===== src/rtl/msi001_spi_rx.sv =====
// msi001_spi_rx: receive side of the MSI001 tuner 3-wire SPI write path.
// Samples data/clk/en with the system clock, reassembles MSB-first frames,
// checks the bit count, and mirrors valid frames into a shadow register file.
module msi001_spi_rx #(
  parameter int unsigned FRAME_BITS  = 24,
  parameter int unsigned ADDR_BITS   = 4,
  parameter int unsigned SYNC_STAGES = 2
) (
  input  logic                            clk,
  input  logic                            rst,
  input  logic                            spi_msi001_data_in,
  input  logic                            spi_msi001_clk_in,
  input  logic                            spi_msi001_en_in,
  output logic [FRAME_BITS-1:0]           rx_data,
  output logic                            rx_valid,
  output logic                            rx_err,
  output logic                            busy,
  input  logic [ADDR_BITS-1:0]            rd_addr,
  output logic [FRAME_BITS-ADDR_BITS-1:0] rd_data
);

  // Fewer than two synchronizer stages is not metastability-safe; clamp.
  localparam int unsigned SYNC_N = (SYNC_STAGES < 2) ? 2 : SYNC_STAGES;
  localparam int unsigned PAY_W  = FRAME_BITS - ADDR_BITS;
  localparam int unsigned N_REG  = 1 << ADDR_BITS;
  localparam int unsigned CNT_W  = $clog2(FRAME_BITS + 2);

  localparam logic [CNT_W-1:0] CNT_FULL = CNT_W'(FRAME_BITS);
  localparam logic [CNT_W-1:0] CNT_SAT  = CNT_W'(FRAME_BITS + 1);

  localparam logic [0:0] ST_IDLE  = 1'b0;
  localparam logic [0:0] ST_SHIFT = 1'b1;

  // Synchronizer chains plus one delay stage per serial input
  logic [SYNC_N-1:0] data_sync_q, data_sync_d;
  logic [SYNC_N-1:0] sclk_sync_q, sclk_sync_d;
  logic [SYNC_N-1:0] en_sync_q,   en_sync_d;
  logic              data_del_q,  data_del_d;
  logic              sclk_del_q,  sclk_del_d;
  logic              en_del_q,    en_del_d;

  // Edge events derived from synchronized levels only
  logic sclk_rise;
  logic en_fall;
  logic en_rise;

  // Frame assembly state
  logic [0:0]            state_q,    state_d;
  logic [CNT_W-1:0]      cnt_q,      cnt_d;
  logic [FRAME_BITS-1:0] shift_q,    shift_d;
  logic [FRAME_BITS-1:0] rx_data_q,  rx_data_d;
  logic                  rx_valid_q, rx_valid_d;
  logic                  rx_err_q,   rx_err_d;
  logic                  busy_q,     busy_d;
  logic                  wr_en;

  // Shadow register file and its registered read port
  logic [PAY_W-1:0] regs_q [N_REG];
  logic [PAY_W-1:0] regs_d [N_REG];
  logic [PAY_W-1:0] rd_data_q, rd_data_d;

  // Next value of the synchronizer chains and delay stages
  always_comb begin
    data_sync_d = {data_sync_q[SYNC_N-2:0], spi_msi001_data_in};
    sclk_sync_d = {sclk_sync_q[SYNC_N-2:0], spi_msi001_clk_in};
    en_sync_d   = {en_sync_q[SYNC_N-2:0],   spi_msi001_en_in};
    data_del_d  = data_sync_q[SYNC_N-1];
    sclk_del_d  = sclk_sync_q[SYNC_N-1];
    en_del_d    = en_sync_q[SYNC_N-1];
  end

  // Edge detect: synchronized level against its one-cycle-older copy
  always_comb begin
    sclk_rise = sclk_sync_q[SYNC_N-1] & ~sclk_del_q;
    en_fall   = ~en_sync_q[SYNC_N-1] & en_del_q;
    en_rise   = en_sync_q[SYNC_N-1] & ~en_del_q;
  end

  // Synchronizer registers; en resets low so a bus held low after reset
  // produces no falling edge and is not mistaken for a new frame
  always_ff @(posedge clk or negedge rst) begin
    if (!rst) begin
      data_sync_q <= '0;
      sclk_sync_q <= '0;
      en_sync_q   <= '0;
      data_del_q  <= 1'b0;
      sclk_del_q  <= 1'b0;
      en_del_q    <= 1'b0;
    end else begin
      data_sync_q <= data_sync_d;
      sclk_sync_q <= sclk_sync_d;
      en_sync_q   <= en_sync_d;
      data_del_q  <= data_del_d;
      sclk_del_q  <= sclk_del_d;
      en_del_q    <= en_del_d;
    end
  end

  // Frame FSM: open on en fall, shift on sclk rise, close and judge on en rise
  always_comb begin
    state_d    = state_q;
    cnt_d      = cnt_q;
    shift_d    = shift_q;
    rx_data_d  = rx_data_q;
    rx_valid_d = 1'b0;
    rx_err_d   = 1'b0;
    wr_en      = 1'b0;

    case (state_q)
      ST_IDLE: begin
        // sclk edges here, including one coincident with en fall, are dropped
        if (en_fall) begin
          cnt_d   = '0;
          shift_d = '0;
          state_d = ST_SHIFT;
        end
      end
      ST_SHIFT: begin
        // en rise takes priority so a coincident sclk edge is not counted
        if (en_rise) begin
          if (cnt_q == CNT_FULL) begin
            rx_data_d  = shift_q;
            rx_valid_d = 1'b1;
            wr_en      = 1'b1;
          end else begin
            rx_err_d = 1'b1;
          end
          state_d = ST_IDLE;
        end else if (sclk_rise) begin
          shift_d = {shift_q[FRAME_BITS-2:0], data_del_q};
          // saturate one past a full frame so overlong frames stay flagged
          if (cnt_q != CNT_SAT) begin
            cnt_d = cnt_q + CNT_W'(1);
          end
        end
      end
    endcase

    busy_d = (state_d == ST_SHIFT);
  end

  // Register file write and read-port next values
  always_comb begin
    regs_d = regs_q;
    if (wr_en) begin
      regs_d[shift_q[ADDR_BITS-1:0]] = shift_q[FRAME_BITS-1:ADDR_BITS];
    end
    // read sees the pre-write value when addresses collide
    rd_data_d = regs_q[rd_addr];
  end

  // FSM, frame datapath and output registers
  always_ff @(posedge clk or negedge rst) begin
    if (!rst) begin
      state_q    <= ST_IDLE;
      cnt_q      <= '0;
      shift_q    <= '0;
      rx_data_q  <= '0;
      rx_valid_q <= 1'b0;
      rx_err_q   <= 1'b0;
      busy_q     <= 1'b0;
    end else begin
      state_q    <= state_d;
      cnt_q      <= cnt_d;
      shift_q    <= shift_d;
      rx_data_q  <= rx_data_d;
      rx_valid_q <= rx_valid_d;
      rx_err_q   <= rx_err_d;
      busy_q     <= busy_d;
    end
  end

  // Register file storage and registered read data
  always_ff @(posedge clk or negedge rst) begin
    if (!rst) begin
      for (int i = 0; i < int'(N_REG); i++) begin
        regs_q[i] <= '0;
      end
      rd_data_q <= '0;
    end else begin
      regs_q    <= regs_d;
      rd_data_q <= rd_data_d;
    end
  end

  assign rx_data  = rx_data_q;
  assign rx_valid = rx_valid_q;
  assign rx_err   = rx_err_q;
  assign busy     = busy_q;
  assign rd_data  = rd_data_q;

endmodule


===== config.mk =====
export PLATFORM = sky130hd
export DESIGN_NAME = msi001_spi_rx
export DESIGN_NICKNAME = d
export VERILOG_FILES = /design/src/rtl/msi001_spi_rx.sv
export SDC_FILE = /design/constraint.sdc
export NUM_CORES = 1
export LEC_CHECK = 0
export CAP_MARGIN = 20
export CORE_ASPECT_RATIO = 0.7
export CORE_UTILIZATION = 55
export CTS_BUF_LIST = sky130_fd_sc_hd__clkbuf_8 sky130_fd_sc_hd__clkbuf_16
export DETAILED_ROUTE_END_ITERATION = 8
export PLACE_DENSITY_LB_ADDON = 0.15
export SYNTH_ARGS = -nofsm -noshare
export SYNTH_HDL_FRONTEND = slang
export SYNTH_SLANG_ARGS = --single-unit

===== constraint.sdc =====
create_clock -name clk -period 5.6 [get_ports clk]
set_input_delay 1.12 -clock clk [delete_from_list [all_inputs] [get_ports clk]]
set_output_delay 1.12 -clock clk [all_outputs]
set_load 0.005 [all_outputs]

==> results of run 1 <==
[state kept, by name, indices dropped and copies added (netlist names)]
register	count
rx_data	24
rd_data	20
shift_q	24
en_sync_q	2
busy	1
en_del_q	1
rx_valid	1
rx_err	1
cnt_q	5
data_del_q	1
data_sync_q	2
regs_q	320
sclk_sync_q	2
sclk_del_q	1
[worst max path at each step]
stage          startpoint           to  slack (ns)  cells after the start
2_1_floorplan  rd_addr[0]   rd_data[0]        3.10                      5
3_3_place_gp   rd_addr[0]  rd_data[10]        2.20                      5
3_5_place_dp   rd_addr[0]   rd_data[9]        2.19                      5
4_1_cts          cnt_q[0]  regs_q[200]        2.22                      7
5_1_grt          cnt_q[1]  regs_q[222]        2.00                      7
6_report         cnt_q[0]  regs_q[274]        2.28                      7
[worst max-delay path, delay by kind of cell (launching register included)]
family	cells	cell delay (ns)
AND/OR/NAND/NOR	3	1.47
multiplexers	1	0.61
buffers and inverters	2	0.55
flip-flops	1	0.43
adder cells (fa/ha/maj)	1	0.14
[where the power goes]
part	switching, mW	internal [mW]
Clock	1.12	1.56
Sequential	0.0238	2.94
Combinational	0.154	0.0627
[Yosys cell counts, drive strengths merged, types with 3 or more instances]
cell	count	area, um^2
o21ai	25	125
buf	43	332
mux2	321	3610
dfrtp	405	10100
mux2i	24	240
nor2	9	33.8
inv	30	113
and4	4	35.0
clkbuf	46	173
mux4	80	1800
nand4	3	18.8
nand2	71	269
ha	3	37.5
a22oi	40	300
nand3	12	105
a22o	3	26.3
[cell type report]
type,instances,area [um^2],area share
multi-input cells,614,6770,0.346
clock buffers,48,1120,0.0573
well taps,420,526,0.0268
repair buffers,75,726,0.0371
clock inverters,23,183,0.00933
flip-flops and latches,405,10100,0.518
inverters,30,113,0.00575
[kinds of logic after synthesis]
group	count (synthesis)	synth area share
xor+xnor	2	0.00100
mux	425	0.323
flops	405	0.579
buf+inv	119	0.0352
fa+ha+maj	4	0.00272
compound gates	73	0.0281
simple gates	110	0.0310
[metrics by stage]
step | total power [mW] | utilization | hold WS (ns) | instances | worst slack, ns
final | 5.86 | 0.627 | 0.353 | 1615 | 2.28
after detailed placement | 3.24 | 0.585 | 0.341 | 1544 | 2.19
after floorplan | 3.13 | - | 0.331 | 1138 | 3.10
after global routing | 6.06 | 0.627 | 0.364 | 1615 | 2.00
after CTS | 5.93 | 0.627 | 0.356 | 1615 | 2.22
after global placement | 3.24 | 0.585 | 0.338 | 1544 | 2.20
[per-layer routing]
metal,vias up,global-route usage
li1,4202,-
met1,5188,0.387
met2,206,0.376
met3,65,0.0394
met4,0,0.0713
met5,-,0
==> key figures, run 1 <==
Route
  – DR top layer: met4
  – Vias after detailed routing: 9,661
  – Vias per cell: 5.98
  – Routed Antenna Nets: 0
  – Met3 wire len: 1750 um
  – Mean routed wirelength per cell: 23.9 um
  – DRT Wirelength: 38,600 um
  – DRC viols: 0
  – Drt pass-1 iters: 5
  – Met2 wire len: 17,100 um
  – Met1 wire length: 18,800 um
  – DRT iter0 DRCs: 657

GRT
  – Gr ovfl total: 0
  – Largest net degree at the start of global routing: 97
  – Vias in the first global route: 10,039
  – Initial antenna violation count: 1
  – First-pass GRT wire length: 61,600 um
  – Total global-route track usage: 0.253

Clock network
  – CTS Sinks: 405
  – Clk buf depth: 3
  – Skew-Pair Late Insertion Delay: 0.55 ns
  – CTS clk-pin slew, worst paths: 0.06 ns
  – Clk root buf: clkbuf_16
  – CTS tree: yes
  – Post-CTS resize count: 0
  – H-tree lvl count: 2
  – Post-CTS setup buffers: 0
  – CTS buffer count: 40
  – CTS Hold Buffers Added: 0

STA
  – Slew HR: 0.342
  – Hold Vio Cnt, Final: 0
  – Final Max Slew Viols: 0
  – Worst-margin pin slew: 0.987 ns
  – Setup violators final: 0
  – Max Fclk: 302 MHz
  – Period minus WS final: 3.32 ns
  – Period Utilization, post-route: 0.592
  – Max Clock Skew: 0.0175 ns
  – Unrepaired setup endpoints after global routing: false
  – Setup TNS: 0 ns

Cells and area
  – Filler Cell Count: 2,313
  – Design Area, Final: 19,600 um^2
  – Commonest non-fill, non-tap cell in the layout: dfrtp_1
  – Layout cells sized above 1: 0.169
  – Final Net Count: 1,178
  – Most frequent cells in the layout: dfrtp_1 (405), mux2_1 (300), mux4_2 (80)
  – ANT cells: 0
  – Layout area overhead: 11.8%

Critical path
  – Worst-path cell chain: inv_1 -> ha_1 -> and4b_1 -> nand2_2 -> inv_2 -> nand3_2 -> mux2_1
  – Arrival @ worst endpoint: 3.74 ns
  – Worst r2r src: cnt_q[0]
  – Crit path required time: 6.02 ns
  – R2r setup slk: 2.28 ns
  – Slowest cell on the critical path: nand3_2
  – CP endpoint kind: flip-flop
  – R2R depth: 7
  – CP Launch Type: flip-flop
  – RR Endpoint: regs_q[274]
  – Crit Path Max Fanout: 50
  – WS Path Type: reg -> reg
  – Crit-path max cell delay: 0.78 ns

Placement
  – HPWL Detailed: 22,200 um
  – Placed Area: 18,300 um^2
  – RePlAce Congestion: 0.777
  – Port bufs: 55

Synth
  – Synth Net Count: 1,150
  – Cell area after synthesis: 17,500 um^2
  – Dominant synthesized flop cell: dfrtp_1
  – EDFF count, synth: 0
  – Mapped Cells: 1,138
  – Distinct cell type count after synthesis: 37
  – Asr flop ratio synth: 1.00
  – Post-synthesis sequential area ratio: 0.579
  – Syn. warnings: 0
  – Seq cells post-synth: 405
  – Syn avg cell area: 15.4 um^2

Floorplan
  – Row Count: 54
  – IO Count: 56
  – Area of the core: 31,200 um^2
  – Die X: 215 um
  – Initial core utilization: 0.561
  – Die H: 151 um
  – Die area: 32,600 um^2

Pwr
  – Power per Cell Area: 300 nW/um^2
  – VDD IR max: 238 uV
  – P_leak: 9.83 nW

Hold path
  – Tightest Hold Check Type: reg -> reg
  – Min-delay src: en_sync_q[0]
  – Hold path depth: 0
  – Hold Path End: en_sync_q[1]

Run status
  – Status: complete, no violations

Flow run
  – Max-Cap Viols: 0
No activity file was read; power rests on OpenSTA's default activity.
==> inputs of run 2 (changes only) <==
clock period = 3.4 ns   (was 5.6 ns; I/O delays follow)
==> run 2 against run 1 <==
Net effect:
- sequential power grew 65%
- critical endpoint is now regs_q[143]
- non-clock buffer count is 3 higher
- core utilization increased by 0.088 points
- largest cell class unchanged
- clock power increased by 59%
- critical path type unchanged
- flip-flop and latch count unchanged
- highest routed layer unchanged
- clock-buffer cell count is 2 higher
==> key figures, run 2 (synthesis results as in run 1) <==
Hold path
  – Tightest Hold Check Type: in -> async

GRT
  – First-pass GRT wire length: 61,800 um (+0.39%)
  – Total global-route track usage: 0.255 (+0.00276)
  – Largest net degree at the start of global routing: 87 (-10%)
  – Gr ovfl total: 0 (unchanged)
  – Vias in the first global route: 10,063 (+0.24%)
  – Initial antenna violation count: 1 (unchanged)

Clock network
  – Clk root buf: clkbuf_16
  – CTS tree: yes
  – CTS Sinks: 405 (unchanged)
  – CTS clk-pin slew, worst paths: 0.06 ns (about the same)
  – Clk buf depth: 3 (unchanged)
  – CTS buffer count: 40 (unchanged)
  – Post-CTS resize count: 0 (unchanged)
  – CTS Hold Buffers Added: 0 (unchanged)
  – H-tree lvl count: 2 (unchanged)
  – Post-CTS setup buffers: 0 (unchanged)
  – Skew-Pair Late Insertion Delay: 0.54 ns (about the same)

Route
  – Vias per cell: 6.05 (+1.1%)
  – Drt pass-1 iters: 4 (-1)
  – DRT iter0 DRCs: 622 (-5.3%)
  – Mean routed wirelength per cell: 24.5 um (+2.5%)
  – DRT Wirelength: 39,600 um (+2.6%)
  – Routed Antenna Nets: 0 (unchanged)
  – Vias after detailed routing: 9,776 (+1.2%)
  – DRC viols: 0 (unchanged)

Critical path
  – Crit Path Max Fanout: 20 (-60%)
  – CP endpoint kind: flip-flop
  – Buf/Inv on CP: 2 (unchanged)
  – Arrival @ worst endpoint: 3.24 ns (-0.50 ns)
  – WS Path Type: reg -> reg
  – R2r setup slk: 0.57 ns (-1.71 ns)
  – Worst r2r src: cnt_q[1]
  – Crit path required time: 3.81 ns (-2.21 ns)
  – RR Endpoint: regs_q[143]
  – Top delay family on crit path: simple AND/OR/NAND/NOR gates
  – CP Launch Type: flip-flop
  – Worst-path cell chain: inv_1 -> ha_1 -> and4b_1 -> nand2_2 -> inv_2 -> nand3_2 -> mux2_1
  – Crit-path max cell delay: 0.82 ns (+0.04 ns)
  – Slowest cell on the critical path: nand3_2
  – R2R depth: 7 (unchanged)

STA
  – Period Utilization, post-route: 0.831 (+0.239)
  – Worst-margin pin slew: 0.982 ns (-0.00483 ns)
  – Fin Hold WS: 0.150 ns (-0.202 ns)
  – Unrepaired setup endpoints after global routing: false
  – Setup TNS: 0 ns (unchanged)
  – Setup violators final: 0 (unchanged)
  – Max Fclk: 354 MHz (+17%)
  – Max Clock Skew: 0.0149 ns (-0.00253 ns)
  – Hold Vio Cnt, Final: 0 (unchanged)
  – Slew HR: 0.345 (+0.00246)
  – Period minus WS final: 2.83 ns (-0.489 ns)
  – Final Max Slew Viols: 0 (unchanged)

Cells and area
  – Reg with most FFs: regs_q
  – Layout area overhead: 12.0%
  – Layout cells sized above 1: 0.170 (+0.000979)
  – Fin cells: 1,616 (+0.062%)
  – Filler Cell Count: 2,317 (+0.17%)
  – Most frequent cells in the layout: dfrtp_1 (405), mux2_1 (300), mux4_2 (80)
  – Commonest non-fill, non-tap cell in the layout: dfrtp_1
  – Design Area, Final: 19,600 um^2 (+0.14%)
  – Final Net Count: 1,181 (+0.25%)
  – Max reg flops: 320 (unchanged)

Placement
  – Port bufs: 55 (unchanged)
  – RePlAce Congestion: 0.743 (-4.4%)
  – Placed Area: 18,400 um^2 (+0.44%)
  – HPWL Detailed: 21,600 um (-2.5%)
  – Cells after DPL: 1,547 (+0.19%)

Pwr
  – P_int: 7.40 mW (+62%)
  – VDD IR max: 464 uV (+95%)
  – Clock share of power: 0.447 (-0.011)
  – Switching Fraction: 0.222 (-0.000311)
  – Combinational Power Share: 0.039 (+0.002)
  – Power per Cell Area: 485 nW/um^2 (+62%)
  – Sw Pwr: 2.11 mW (+62%)
  – Total power: 9.51 mW (+62%)
  – Sequential cell fraction of total power: 0.514 (+0.008)
  – P_leak: 9.83 nW (about the same)

Floorplan
  – Initial core utilization: 0.561 (unchanged)
  – Die X: 215 um (unchanged)
  – Die H: 151 um (unchanged)
  – Area of the core: 31,200 um^2 (unchanged)
  – Die area: 32,600 um^2 (unchanged)
  – Row Count: 54 (unchanged)
  – IO Count: 56 (unchanged)

Flow run
  – Max-Cap Viols: 0 (unchanged)

Run status
  – Status: complete, no violations
run 2: changes by cell type in the layout (fill, tap and decap cells not counted):
| cell | previous run | this run |
|---|---|---|
| buf_12 | 2 | 7 |
| buf_4 | 20 | 18 |
| bufinv_16 | 3 | 1 |
| clkbuf_8 | 7 | 9 |
| diode_2 | 0 | 2 |
| inv_1 | 37 | 35 |
| inv_6 | 2 | 0 |
| nor2b_2 | 1 | 2 |
| nor2b_4 | 1 | 0 |
run 2: per-layer routing:
metal | part of all wire | GRT usage
met1 | 0.48 | 0.386
met2 | 0.45 | 0.385
met3 | 0.048 | 0.0460
met4 | 0.019 | 0.0656
met5 | 0 | 0
run 2: worst max-delay path by stage:
stage / from / to / slack [ns] / depth (start not counted)
after global routing: cnt_q[0] / regs_q[152] / 0.40 / 7
after detailed placement: cnt_q[1] / regs_q[143] / 0.59 / 7
final: cnt_q[1] / regs_q[143] / 0.57 / 7
after floorplan: rd_addr[0] / rd_data[0] / 1.34 / 5
after global placement: cnt_q[0] / regs_q[155] / 0.67 / 7
after CTS: cnt_q[1] / regs_q[143] / 0.56 / 7
run 2: per-stage QoR:
stage	worst slack (ns)	utilization
global route	0.404	0.628
CTS	0.561	0.628
detailed placement	0.594	0.588
finish	0.573	0.628
floorplan	1.34	-
global placement	0.673	0.588
run 2: power groups by stage:
stage	Clock [mW]	Combinational (mW)	Sequential (mW)
after floorplan	0	0.190	4.96
after global placement	0	0.379	4.97
after detailed placement	0	0.380	4.97
after CTS	4.34	0.382	4.88
after global routing	4.52	0.412	4.88
final	4.25	0.371	4.88
run 2: area by class of cell:
cell class,count,area [um^2],area share
multi-input combinational,614,6770,0.345
inverter,30,113,0.00574
tap,420,526,0.0268
sequential,405,10100,0.517
timing repair buffer,78,811,0.0414
clock buffer,50,1150,0.0587
clock inverter,17,97.6,0.00498
antenna,2,5.00,0.000255
